$ cat config.mk
export PLATFORM = sky130hd
export DESIGN_NAME = div_sign_ctrl
export DESIGN_NICKNAME = d
export VERILOG_FILES = /design/src/rtl/div_pkg.sv /design/src/rtl/cond_negate.sv /design/src/rtl/div_sign_ctrl.sv
export SDC_FILE = /design/constraint.sdc
export NUM_CORES = 1
export LEC_CHECK = 0
export CAP_MARGIN = 20
export CORE_MARGIN = 1
export CORE_UTILIZATION = 42
export DETAILED_ROUTE_END_ITERATION = 10
export GPL_ROUTABILITY_DRIVEN = 0
export PLACE_DENSITY = 0.73
export SLEW_MARGIN = 20
export SYNTH_ARGS = -nofsm -noshare
export SYNTH_HDL_FRONTEND = slang
export SYNTH_SLANG_ARGS = --single-unit
$ cat constraint.sdc
create_clock -name clock -period 2.1 [get_ports clock]
set_clock_uncertainty 0.05 [all_clocks]
set_input_delay 0.21 -clock clock [delete_from_list [all_inputs] [get_ports clock]]
set_output_delay 0.21 -clock clock [all_outputs]
set_load 0.01 [all_outputs]
$ cat src/rtl/div_pkg.sv
// Shared types and constants for the signed divide controller.
package div_pkg;

  localparam int WA = 32;
  localparam int WB = 16;

  localparam logic [WA-1:0] DZ_QUOT = '1;

  typedef enum logic [2:0] {
    IDLE,
    START,
    WAIT,
    FIX,
    DONE,
    DRAIN
  } state_t;

endpackage

$ cat src/rtl/cond_negate.sv
// Conditional two's-complement negation, wrapping mod 2^W.
module cond_negate #(
  parameter int W = 32
) (
  input  logic [W-1:0] x,
  input  logic         neg,
  output logic [W-1:0] y
);

  assign y = neg ? (~x + {{(W-1){1'b0}}, 1'b1}) : x;

endmodule

$ cat src/rtl/div_sign_ctrl.sv
// Sign handling, divide-by-zero and flush control wrapped around an unsigned
// restoring divider core; presents a held, back-pressurable signed result.
module div_sign_ctrl
  import div_pkg::*;
(
  input  logic          clock,
  input  logic          resetn,
  input  logic          in_valid,
  output logic          in_ready,
  input  logic          in_signed,
  input  logic [WA-1:0] in_a,
  input  logic [WB-1:0] in_b,
  input  logic          flush,
  output logic [WA-1:0] core_a,
  output logic [WB-1:0] core_b,
  output logic          core_start,
  input  logic [WA-1:0] core_q,
  input  logic [WB-1:0] core_r,
  input  logic          core_busy,
  input  logic          core_ready,
  output logic          out_valid,
  input  logic          out_ready,
  output logic [WA-1:0] out_q,
  output logic [WB-1:0] out_r,
  output logic          out_dz,
  output logic          busy
);

  state_t        r_state;
  state_t        w_state_next;

  logic          w_accept;
  logic          w_b_zero;
  logic          w_neg_a;
  logic          w_neg_b;
  logic [WA-1:0] w_mag_a;
  logic [WB-1:0] w_mag_b;
  logic [WA-1:0] w_fix_q;
  logic [WB-1:0] w_fix_r;

  logic          r_sign_q;
  logic          r_sign_r;
  logic          r_dz;
  logic [WA-1:0] r_core_a;
  logic [WB-1:0] r_core_b;
  logic [WA-1:0] r_q;
  logic [WB-1:0] r_r;
  logic [WA-1:0] r_out_q;
  logic [WB-1:0] r_out_r;
  logic          r_out_dz;

  assign w_accept = in_valid & in_ready;
  assign w_b_zero = (in_b == '0);
  assign w_neg_a  = in_signed & in_a[WA-1];
  assign w_neg_b  = in_signed & in_b[WB-1];

  cond_negate #(.W(WA)) u_mag_a (.x(in_a), .neg(w_neg_a),  .y(w_mag_a));
  cond_negate #(.W(WB)) u_mag_b (.x(in_b), .neg(w_neg_b),  .y(w_mag_b));
  cond_negate #(.W(WA)) u_fix_q (.x(r_q),  .neg(r_sign_q), .y(w_fix_q));
  cond_negate #(.W(WB)) u_fix_r (.x(r_r),  .neg(r_sign_r), .y(w_fix_r));

  always_ff @(posedge clock or negedge resetn) begin
    if (!resetn) begin
      r_state <= IDLE;
    end else begin
      r_state <= w_state_next;
    end
  end

  always_comb begin
    w_state_next = r_state;
    case (r_state)
      IDLE:    if (w_accept) w_state_next = w_b_zero ? FIX : START;
      START:   w_state_next = flush ? IDLE : WAIT;
      WAIT: begin
        // A flush racing the completion pulse has nothing left to drain.
        if (flush)           w_state_next = core_ready ? IDLE : DRAIN;
        else if (core_ready) w_state_next = FIX;
      end
      FIX:     w_state_next = flush ? IDLE : DONE;
      DONE:    if (flush || out_ready) w_state_next = IDLE;
      DRAIN:   if (core_ready) w_state_next = IDLE;
      default: w_state_next = IDLE;
    endcase
  end

  always_comb begin
    in_ready   = 1'b0;
    core_start = 1'b0;
    out_valid  = 1'b0;
    busy       = 1'b1;
    case (r_state)
      IDLE: begin
        in_ready = ~flush & ~core_busy;
        busy     = 1'b0;
      end
      START:   core_start = ~flush;
      DONE:    out_valid  = 1'b1;
      default: ;
    endcase
  end

  always_ff @(posedge clock or negedge resetn) begin
    if (!resetn) begin
      r_sign_q <= 1'b0;
      r_sign_r <= 1'b0;
      r_dz     <= 1'b0;
      r_core_a <= '0;
      r_core_b <= '0;
      r_q      <= '0;
      r_r      <= '0;
      r_out_q  <= '0;
      r_out_r  <= '0;
      r_out_dz <= 1'b0;
    end else begin
      if (w_accept) begin
        r_core_a <= w_mag_a;
        r_core_b <= w_mag_b;
        if (w_b_zero) begin
          // Zero divisor bypasses the core; signs cleared so FIX passes values through.
          r_sign_q <= 1'b0;
          r_sign_r <= 1'b0;
          r_q      <= DZ_QUOT;
          r_r      <= in_a[WB-1:0];
          r_dz     <= 1'b1;
        end else begin
          r_sign_q <= in_signed & (in_a[WA-1] ^ in_b[WB-1]);
          r_sign_r <= w_neg_a;
          r_dz     <= 1'b0;
        end
      end
      if ((r_state == WAIT) && core_ready && !flush) begin
        r_q <= core_q;
        r_r <= core_r;
      end
      if ((r_state == FIX) && !flush) begin
        r_out_q  <= w_fix_q;
        r_out_r  <= w_fix_r;
        r_out_dz <= r_dz;
      end
    end
  end

  assign core_a = r_core_a;
  assign core_b = r_core_b;
  assign out_q  = r_out_q;
  assign out_r  = r_out_r;
  assign out_dz = r_out_dz;

endmodule

==> After elaboration in Yosys (flattened, before gate mapping) <==
Cells that the tools add are included.
{ "word_totals": {"word_cells": 74, "inputBits": 104, "output_inout_bits": 101, "register_bits": 151} }
{ "op_classes": {"muxes": 27, "reduce_logical": 11, "n_addsub": 4, "n_bitwise": 12, "eq_ne": 9} }
{ "ops": {"columns": ["cell", "n"], "rows": [
  ["32-bit two-way mux", 5],
  ["16-bit two-way mux", 5],
  ["32-bit by 1-bit adder with 32-bit output (second input constant)", 2],
  ["32-bit NOT", 2],
  ["16-bit by 1-bit adder with 16-bit output (second input constant)", 2],
  ["16-bit NOT", 2],
  ["3-bit two-way mux", 7],
  ["3-bit case mux with 6 select lines", 1],
  ["16-bit zero test", 1],
  ["1-bit two-way mux", 7],
  ["3-bit by 2-bit equality test with 1-bit output (second input constant)", 2],
  ["3-bit equality test (second input constant)", 2],
  ["2-bit inequality test (second input constant)", 3],
  ["1-bit AND", 5],
  ["2-bit two-way mux", 2],
  ["4-bit AND reduction", 1],
  ["2-bit nonzero test", 2],
  ["3-bit by 1-bit equality test with 1-bit output (second input constant)", 1],
  ["1-bit logical AND", 3],
  ["3-bit zero test", 1],
  ["3-bit inequality test (second input constant)", 1],
  ["1-bit NOT", 2],
  ["2-bit AND reduction", 1],
  ["1-bit zero test", 1],
  ["2 further kinds", 2]
]} }

==> Longest topological paths before layout <==
Gate-level depths: netlist of run 1.
{ "logic_depth": {"ltp_word": 6, "ltp_mapped": 8, "depth_no_buf": 7} }

==> Cells and area by module <==
From an unflattened synthesis of run 1, not the netlist that was laid out.
{ "hier_totals": {"cells_unflattened": 682, "hier_area_um2": 8247.9} }
{ "modules_own_cells": {"columns": ["module", "seq_area_each_um2", "cells_each", "n_inst", "area_per_inst_um2"], "rows": [
  ["div_sign_ctrl", 3778.6, 389, 1, 6005.8],
  ["cond_negate at u_fix_q ...", 0.0, 99, 2, 777.0],
  ["cond_negate at u_fix_r", 0.0, 48, 1, 355.3],
  ["cond_negate at u_mag_b", 0.0, 47, 1, 332.8]
]} }

==> Worst setup path before layout of run 1 <==
Ideal clock, no wire load.
{ "synth_path": {"kind": "flip-flop to flip-flop", "from": "register r_q[0]", "to": "register r_out_q[30], in the netlist out_q[30]", "period_less_slack_ns": 1.948, "setup_time_ns": 0.126, "path_stages_with_launch": 8, "t_arrival_ns": 1.772, "t_required_ns": 1.924, "setup_slack_ns": 0.152, "cell_sequence": "dfrtp_1 inv_1 ha_1 nor3b_2 nand4_2 nor3_2 nor3_1 a311o_1"} }
{ "synth_between": {"elab_chain_len": 3} }
{ "synth_rtl": {"columns": ["element", "line_no", "source"], "rows": [
  ["start: declaration", "div_sign_ctrl.sv:46", "logic [WA-1:0] r_q;"],
  ["start signal: assignment", "div_sign_ctrl.sv:133", "r_q <= core_q;"],
  ["32-bit NOT", "cond_negate.sv:10", "assign y = neg ? (~x + {{(W-1){1'b0}}, 1'b1}) : x;"],
  ["32-bit by 1-bit adder with 32-bit output", "cond_negate.sv:10", null],
  ["32-bit two-way mux", "cond_negate.sv:10", null],
  ["end signal: assignment", "div_sign_ctrl.sv:137", "r_out_q <= w_fix_q;"],
  ["end: declaration", "div_sign_ctrl.sv:48", "logic [WA-1:0] r_out_q;"]
]} }
Every way passes these cells.
A chain may end at the register's enable or synchronous reset.

==> Final worst setup path of run 1 <==
{ "layout_path": {"from": "register r_state[1]", "to": "output port out_valid"} }
{ "layout_between": {"elab_chain_len": 2} }
{ "layout_rtl": {"columns": ["element", "line_no", "source"], "rows": [
  ["start: declaration", "div_sign_ctrl.sv:29", "state_t r_state;"],
  ["start signal: assignment", "div_sign_ctrl.sv:66", "r_state <= w_state_next;"],
  ["3-bit equality test", "div_sign_ctrl.sv:92", "case (r_state)"],
  ["1-bit two-way mux", "div_sign_ctrl.sv:92", null],
  ["end: declaration", "div_sign_ctrl.sv:21", "output logic out_valid,"]
]} }
Every way passes these cells.

==> results of run 1 <==
## worst max-delay path: stages (launching register included)
cell and delay [ns]:
dfrtp_2 0.40, buf_4 0.15, nor2_1 0.14, and2_1 0.14, clkdlybuf4s50_1 0.53
## per-layer routing
layer / wire length (um) / track usage
met2: 9590 / 0.353
met3: 1420 / 0.0501
met1: 9770 / 0.316
met5: 0 / 0
met4: 288 / 0.0704
## power groups by stage
| stage | registers (mW) | logic (mW) | clock network [mW] |
|---|---|---|---|
| global route | 5.69 | 6.41 | 3.47 |
| floorplan | 5.62 | 2.57 | 0 |
| CTS | 5.46 | 5.81 | 3.33 |
| finish | 5.48 | 5.81 | 3.26 |
| global placement | 5.46 | 5.62 | 0 |
| detailed placement | 5.48 | 5.76 | 0 |
## worst max-delay path by stage
stage	from	endpoint	slack, ns
detailed placement	in_a[1]	core_a[22]$_DFFE_PN0P_	-0.24
global placement	in_a[1]	core_a[28]$_DFFE_PN0P_	-0.13
floorplan	r_q[0]$_DFFE_PN0P_	out_q[30]$_DFFE_PN0N_	0.15
global route	r_q[0]$_DFFE_PN0P_	out_q[30]$_DFFE_PN0N_	-0.004
CTS	r_state[2]$_DFFE_PN0P_	core_start	0.009
finish	r_state[1]$_DFFE_PN0P_	out_valid	0.07
## logic make-up (layout without fill, tap and decap cells)
family | count (synthesis) | in the layout | share of synthesized area
flops | 151 | 151 | 0.482
fa+ha+maj | 4 | 4 | 0.00639
xor+xnor | 78 | 78 | 0.0872
simple gates | 276 | 276 | 0.178
compound gates | 233 | 233 | 0.188
other cells | 0 | 1 | 0
mux | 21 | 21 | 0.0270
buf+inv | 64 | 351 | 0.0321
## sequential cells by signal, summed over array words and instances, names as in the netlist
name,cells
core_a,32
out_q,32
r_q,32
core_b,16
out_r,16
r_r,16
r_state,3
out_dz,1
r_dz,1
r_sign_q,1
r_sign_r,1
## stage by stage
step                      hold WS (ns)  area, um^2   TNS, ns  utilization
final                            0.238       11500         0        0.632
after global routing             0.268       11500  -0.00404        0.632
after CTS                        0.235       11400         0        0.629
after detailed placement         0.118       10700     -3.45        0.592
after global placement           0.116       10700     -1.49        0.592
after floorplan                 -0.136        7840         0            -
## cell type report
class	instances	area, um^2	share of cell area
timing repair buffer	301	2850	0.248
inverter	18	67.6	0.00589
antenna	1	2.50	0.000218
clock buffer	17	425	0.0371
tap	229	287	0.0250
sequential	151	3780	0.329
multi-input combinational	612	3860	0.336
clock inverter	15	205	0.0179
## layout by cell type (no fill, tap or decap), drive strengths merged, types with 5 or more instances in the layout
cell type      synthesis  routed
nor3                  18      18
xor2                  62      62
inv                   17      25
o41ai                 13      13
nand2                129     129
nor2b                  5       5
o31ai                 23      23
xnor2                 16      16
mux2i                 20      20
clkbuf                35      17
nor2                  52      52
or4                    6       6
nand4                 16      16
dfrtp                151     151
nand3                 11      11
o21ai                112     112
a21oi                 31      31
clkdlybuf4s50          0     200
o22a                  32      32
nor4                  12      12
buf                   11      97
or3                    6       6
## what timing repair did
item | 4_1_cts | 5_1_grt
pin swaps | 1 | 0
hold buffers | 1 | 0
setup endpoints to repair | 5 | 10
setup buffers | 2 | 3
gates resized for setup | 5 | 7
endpoints found under the hold margin | 42 | 0
==> flow_metrics.tcl, run 1 <==
set metrics [dict create \
    max_slew_margin 0.651 \
    port-buffer-count 204 \
    avgSynthCellArea_um2 9.48 \
    path_clk_slew_ns 0.07 \
    worstReg2RegStart "r_q[0]$_DFFE_PN0P_" \
    crit_arrival_ns 1.77 \
    yosysTopAreaCell "dfrtp_1" \
    netlist_top_cells_count "dfrtp_1 (151), nand2_1 (129), o21ai_0 (111)" \
    max_freq_ghz 0.492 \
    worst_slew_pin_slew_ns 0.523 \
    critPathKind "flip-flop to output port" \
    dr.pass1.iters 10 \
    ys_seq_elements 151 \
    rr_worst_depth 7 \
    cts_max_level 4 \
    ys_seq_area_frac 0.482 \
    fin_crit_ns 2.03 \
    finalMaxSlewViolations 0 \
    wirelength_um 21100 \
    clockBufferDepth 2 \
    final.fill_count 1507 \
    synth_async_sr_flop_share 1.00 \
    grt_usage 0.227 \
    worstPathRequired_ns 1.84 \
    pwr-share-seq 0.377 \
    synth.top_cell.area_share 0.482 \
    critPathMaxFanout 5 \
    crit_path_start_kind "flip-flop" \
    vias 7086 \
    die-area_mm2 0.0192 \
    ys.flop_type "dfrtp_1" \
    fin_crit_sh 0.967 \
    r2r_slack_ns 0.11 \
    synthTopCellsByArea "dfrtp_1 (48%), o21ai_0 (7.1%), xor2_1 (6.9%)" \
    fin_nets 1209 \
    synth_edf_count 0 \
    p_clk_frac 0.224 \
    switching_share 0.357 \
    drv_cap 0 \
    p_total_mw 14.6 \
    drtAntennaViolNets 0 \
    avgRoutedWirePerCell_um 15.7 \
    fp-row-count 49 \
    syn-cell-area_mm2 0.00784 \
    leakage_nw 4.92 \
    fp.dieH_um 139 \
    drtIter0Drc 565 \
    area.growth.synth_to_final_pct 46.4 \
    violations "design-rule violations" \
    hp-class "input pin to async pin" \
    design.core.area_mm2 0.0181 \
    post-place-ws_ns -0.239 \
    drc 24 \
    dp_hpwl_um 15500 \
    r2r-end "out_q[24]$_DFFE_PN0N_" \
    worstSkewPairLatency_ns 0.42 \
    start_util 0.432 \
    final_cells 1344 \
    grt_max_degree 52 \
    antenna_found_initial 1 \
    worst_setup_path_end_kind "output port" \
    cts-root-buf "clkbuf_16" \
    synth_cell_types 51 \
    netlist_instances 827 \
    p_sw_mw 5.20 \
    syn-num-nets 935 \
    grt_pass1_vias 6850 \
    power_density_mw_per_mm2 1270 \
    grt_pass1_wl_um 35100 \
    yosysMostFrequentCell "dfrtp_1" \
    io_pins 205 \
    finalHoldViolations 0 \
    cts_inserted_buffers 17 \
    p_int_mw 9.36 \
    clock_sinks 151 \
    peakVddDrop_mv 0.669 \
    status "finished, violations left" \
    detail_route.vias_per_cell 5.27 \
    yosys_warnings 0 \
    setup_violations 0 \
    layout_setup_ws_ns 0.0693 \
    combPwrFrac 0.399 \
    drive_above_1_share 0.136 \
    dp_cells 1305 \
    die_w_um 139 \
    cts_tree "yes" \
    overflow 0 \
]
(Power assumes the default switching activity.)
==> inputs of run 2 (changes only) <==
--- a/config.mk
+++ b/config.mk
@@ -6,11 +6,13 @@
 export NUM_CORES = 1
 export LEC_CHECK = 0
 export CAP_MARGIN = 20
+export CELL_PAD_IN_SITES_DETAIL_PLACEMENT = 1
+export CELL_PAD_IN_SITES_GLOBAL_PLACEMENT = 1
 export CORE_MARGIN = 1
-export CORE_UTILIZATION = 42
+export CORE_UTILIZATION = 33
 export DETAILED_ROUTE_END_ITERATION = 10
 export GPL_ROUTABILITY_DRIVEN = 0
-export PLACE_DENSITY = 0.73
+export PLACE_DENSITY_LB_ADDON = 0.1
 export SLEW_MARGIN = 20
 export SYNTH_ARGS = -nofsm -noshare
 export SYNTH_HDL_FRONTEND = slang
==> run 2 against run 1 <==
Against the previous run: the run now ends clean; critical endpoint is now out_q[26]$_DFFE_PN0N_; first-iteration DRC count shrank 53%; clock-buffer cell count rose by 1; register-to-register slack gained 0.06 ns; sequential power rose by 0.7%; global-route usage decreased by 2.1 points; design area increased by 0.64%; core utilization shrank 14 points; fmax increased by 5.0%; critical path type is now flip-flop to flip-flop; largest cell class unchanged; clock power down 4%; sequential cell count is the same.
==> flow_metrics.tcl, run 2 (synthesized netlist as in run 1, its figures left out) <==
set metrics [dict create \
    status "finished clean" \
    drive_above_1_share 0.138 \
    worstSkewPairLatency_ns 0.42 \
    start_util 0.335 \
    drtAntennaViolNets 0 \
    combPwrFrac 0.404 \
    r2r-end "out_q[26]$_DFFE_PN0N_" \
    cts_max_level 4 \
    crit_end "out_q[26]$_DFFE_PN0N_" \
    fp.dieH_um 156 \
    critPathKind "flip-flop to flip-flop" \
    slowest_delay_ns 0.41 \
    worstPathRequired_ns 2.35 \
    path_clk_slew_ns 0.07 \
    design.core.area_mm2 0.0234 \
    io_pins 205 \
    p_sw_mw 5.34 \
    cts_tree "yes" \
    detail_route.vias_per_cell 4.99 \
    post-place-ws_ns -0.231 \
    hold_ws_ns 0.266 \
    fp-row-count 56 \
    worst_setup_path_end_kind "flip-flop" \
    wirelength_um 24100 \
    port-buffer-count 204 \
    final.fill_count 2708 \
    fin_tns_setup_ns 0 \
    vias 7156 \
    fin_nets 1210 \
    max_freq_ghz 0.517 \
    setup_violations 0 \
    hp-class "input pin to async pin" \
    fin_crit_sh 0.921 \
    crit_slowest_cell "dfrtp_1" \
    path_cells "nor3_1 -> buf_4 -> nand4_1 -> buf_4 -> o31ai_1 -> xor2_1 -> o21ai_0" \
    grt_pass1_vias 7508 \
    finalMaxSlewViolations 0 \
    r2r_slack_ns 0.17 \
    startpoint "r_q[14]$_DFFE_PN0P_" \
    fin_crit_ns 1.93 \
    switching_share 0.368 \
    crit_arrival_ns 2.18 \
    worst_slew_pin_slew_ns 0.578 \
    critPathMaxFanout 4 \
    peakVddDrop_mv 0.529 \
    worstReg2RegStart "r_q[14]$_DFFE_PN0P_" \
    finalHoldViolations 0 \
    leakage_nw 4.92 \
    grt_pass1_wl_um 39500 \
    crit_path_start_kind "flip-flop" \
    drtIter0Drc 263 \
    clockBufferDepth 2 \
    cts_inserted_buffers 17 \
    cts-root-buf "clkbuf_16" \
    die-area_mm2 0.0244 \
    p_int_mw 9.16 \
    grt_max_degree 55 \
    antenna_found_initial 2 \
    final_common_cell "clkdlybuf4s50_1" \
    drc 0 \
    clock_sinks 151 \
    die_w_um 156 \
    rr_worst_depth 7 \
    power_density_mw_per_mm2 1260 \
    overflow 0 \
    layout_setup_ws_ns 0.165 \
    max_slew_margin 0.615 \
    p_clk_frac 0.215 \
    cpMostUsedCell "buf_4" \
    dp_hpwl_um 18000 \
    grt_usage 0.206 \
    pwr-share-seq 0.381 \
    avgRoutedWirePerCell_um 16.8 \
    area.growth.synth_to_final_pct 47.4 \
    drv_cap 0 \
    dr.pass1.iters 6 \
    final_cell_mix "clkdlybuf4s50_1 (199), dfrtp_1 (149), nand2_1 (129), o21ai_0 (111), buf_4 (91)" \
]
==> run 2: worst min-delay path by stage <==
stage          slack, ns  cells past startpoint   start                    end
2_1_floorplan      -0.14                      0  resetn  core_a[0]$_DFFE_PN0P_
6_report            0.27                      2  resetn  out_q[16]$_DFFE_PN0N_
3_5_place_dp        0.16                      1  resetn  out_q[16]$_DFFE_PN0N_
5_1_grt             0.31                      2  resetn  out_q[16]$_DFFE_PN0N_
4_1_cts             0.28                      2  resetn  out_q[16]$_DFFE_PN0N_
3_3_place_gp        0.16                      1  resetn  out_q[17]$_DFFE_PN0N_
==> run 2: metrics by stage <==
| stage | utilization | cell area (um^2) | power (mW) | instances |
|---|---|---|---|---|
| floorplan | - | 7840 | 8.19 | 827 |
| global route | 0.493 | 11500 | 15.6 | 1434 |
| finish | 0.494 | 11500 | 14.5 | 1435 |
| CTS | 0.491 | 11500 | 14.6 | 1434 |
| global placement | 0.465 | 10900 | 11.3 | 1399 |
| detailed placement | 0.465 | 10900 | 11.4 | 1399 |
==> run 2: area by class of cell <==
class | instances | area [um^2] | share of cell area
inverter | 18 | 67.6 | 0.00585
antenna | 1 | 2.50 | 0.000217
clock buffer | 18 | 439 | 0.0380
multi-input combinational | 612 | 3850 | 0.333
timing repair buffer | 302 | 2850 | 0.247
tap | 319 | 399 | 0.0346
sequential | 151 | 3780 | 0.327
clock inverter | 14 | 159 | 0.0138
==> run 2: power by group through the flow <==
stage	clock network, mW	logic, mW	registers [mW]
floorplan	0	2.57	5.62
global placement	0	5.75	5.51
detailed placement	0	5.89	5.53
CTS	3.21	5.93	5.51
global route	3.32	6.53	5.73
finish	3.12	5.86	5.52
==> run 2: what timing repair did <==
action,4_1_cts,5_1_grt
gates cloned,0,0
resized for setup,3,10
pin swaps,1,0
hold buffers,1,0
hold endpoints to repair,50,0
setup buffers,2,0
endpoints found under the setup margin,3,11
==> run 2: routing by layer <==
| metal | global-route usage | routed length (um) |
|---|---|---|
| met1 | 0.278 | 11500 |
| met5 | 0 | 12 |
| met2 | 0.335 | 11300 |
| met4 | 0.0542 | 245 |
| met3 | 0.0397 | 1080 |
==> run 2: critical path: cells and delay by family, from the launching register on <==
family                    cells  cell delay, ns
AOI/OAI and AO/OA             2            0.36
xor gates and xnor gates      1            0.17
buffers and inverters         2            0.40
DFF                           1            0.41
and+or+nand+nor               2            0.43
==> inputs of run 3 (changes only) <==
--- a/config.mk
+++ b/config.mk
@@ -8,11 +8,11 @@
 export CAP_MARGIN = 20
 export CELL_PAD_IN_SITES_DETAIL_PLACEMENT = 1
 export CELL_PAD_IN_SITES_GLOBAL_PLACEMENT = 1
-export CORE_MARGIN = 1
 export CORE_UTILIZATION = 33
 export DETAILED_ROUTE_END_ITERATION = 10
 export GPL_ROUTABILITY_DRIVEN = 0
 export PLACE_DENSITY_LB_ADDON = 0.1
+export REMOVE_ABC_BUFFERS = 1
 export SLEW_MARGIN = 20
 export SYNTH_ARGS = -nofsm -noshare
 export SYNTH_HDL_FRONTEND = slang
==> run 3 against run 2 <==
Against the previous run: sequential cell count is the same; combinational power increased by 2%; non-clock buffer count rose by 1; global-route usage is 0.70 points lower; sequential power is 1% lower; largest power group unchanged; critical path depth shrank 3; via count is 1.2% lower.
==> flow_metrics.tcl, run 3 (synthesized netlist as in run 1, its figures left out) <==
set metrics [dict create \
    status "finished clean" \
    critPathKind "flip-flop to output port" \
    crit_slowest_cell "clkdlybuf4s50_1" \
    dr.pass1.iters 4 \
    post-place-ws_ns -0.242 \
    rsz0062_at_grt "true" \
    avgRoutedWirePerCell_um 16.3 \
    pwr-share-seq 0.373 \
    grt_usage 0.199 \
    fin_util 0.496 \
    hold_ws_ns 0.280 \
    p_total_mw 14.6 \
    cts_tree "yes" \
    clock_sinks 151 \
    placed_cell_area_mm2 0.0109 \
    io_pins 205 \
    design_area_mm2 0.0116 \
    port-buffer-count 204 \
    slowest_delay_ns 0.53 \
    leakage_nw 4.91 \
    grt_pass1_vias 7234 \
    critPathMaxFanout 9 \
    max_slew_margin 0.603 \
    drv_cap 0 \
    power_density_mw_per_mm2 1260 \
    p_clk_frac 0.217 \
    wirelength_um 23300 \
    cts-root-buf "clkbuf_16" \
    drive_above_1_share 0.137 \
    p_sw_mw 5.16 \
    cts_max_level 4 \
    detail_route.vias_per_cell 4.93 \
    p_int_mw 9.43 \
    final_cell_mix "clkdlybuf4s50_1 (200), dfrtp_1 (150), nand2_1 (129), o21ai_0 (110), buf_4 (90)" \
    worstSkewPairLatency_ns 0.42 \
    area.growth.synth_to_final_pct 48.0 \
    start_util 0.335 \
    antenna_found_initial 0 \
    die_w_um 156 \
    fp-row-count 56 \
    layout_setup_ws_ns 0.0674 \
    worst_setup_path_end_kind "output port" \
    finalMaxSlewViolations 0 \
    path_clk_slew_ns 0.06 \
    switching_share 0.354 \
    drc 0 \
    fin_nets 1211 \
    max_freq_ghz 0.492 \
    antennaDiodeCount 0 \
    crit_path_start_kind "flip-flop" \
    final_common_cell "clkdlybuf4s50_1" \
    cts_inserted_buffers 17 \
    worstPathRequired_ns 1.84 \
    dp_cells 1398 \
    setup_violations 0 \
    drtIter0Drc 225 \
    crit_arrival_ns 1.77 \
    finalHoldViolations 0 \
    overflow 0 \
    design.core.area_mm2 0.0234 \
    fin_crit_sh 0.968 \
    grt_pass1_wl_um 38000 \
    vias 7072 \
    dp_hpwl_um 17500 \
    grt_max_degree 55 \
    fp.dieH_um 156 \
    path_cells "buf_4 -> nor2_1 -> and2_1 -> clkdlybuf4s50_1" \
    peakVddDrop_mv 0.492 \
    combPwrFrac 0.409 \
    worst_slew_pin_slew_ns 0.594 \
    hp-class "input pin to async pin" \
    fin_crit_ns 2.03 \
    final_cells 1434 \
    clockBufferDepth 2 \
    die-area_mm2 0.0244 \
    drtAntennaViolNets 0 \
    fin_tns_setup_ns 0 \
]
## run 3: area by class of cell
| type | count | area [um^2] |
|---|---|---|
| Sequential cell | 151 | 3780 |
| Multi-Input combinational cell | 612 | 3860 |
| Inverter | 18 | 67.6 |
| Fill cell | 2716 | 11800 |
| Clock buffer | 20 | 457 |
| Timing Repair Buffer | 303 | 2890 |
| Tap cell | 319 | 399 |
| Clock inverter | 11 | 149 |
## run 3: what timing repair did
action                                 4_1_cts  5_1_grt
buffers inserted                             1        3
gates resized for setup                      5        7
cloned                                       0        0
pin swaps                                    0        1
endpoints found under the hold margin       49        0
setup endpoints to repair                    6       13
hold buffers                                 1        0
## run 3: final timing paths
path,slack [ns],to,start,cells past startpoint
max,0.07,out_valid,r_state[0]$_DFFE_PN0P_,4
min,0.28,r_q[25]$_DFFE_PN0P_,resetn,2
max reg2reg,0.08,out_q[30]$_DFFE_PN0N_,r_q[0]$_DFFE_PN0P_,7
min reg2reg,0.43,out_q[11]$_DFFE_PN0N_,out_q[11]$_DFFE_PN0N_,2
max in group asynchronous,1.11,core_a[8]$_DFFE_PN0P_,resetn,3
min in group clock,0.36,r_q[11]$_DFFE_PN0P_,core_q[11],2
## run 3: routing by layer
layer,vias to the layer above,track usage,routed length [um],share of wire
met5,-,0,0,0
met4,0,0.0514,263,0.011
met3,17,0.0489,1130,0.049
met2,155,0.315,10700,0.46
met1,3392,0.269,11200,0.48
li1,3508,-,-,-
## run 3: worst max-delay path: cells and delay by family (launching register included)
family	cells	cell delay (ns)
buffers and inverters	2	0.70
DFF	1	0.40
and+or+nand+nor	2	0.26
## run 3: power by group through the flow
stage                     clock network, mW  registers, mW  logic [mW]
after floorplan                           0           5.74        2.38
after global placement                    0           5.46        5.84
after detailed placement                  0           5.50        5.97
after CTS                              3.27           5.45        6.01
after global routing                   3.39           5.67        6.66
final                                  3.17           5.45        5.97
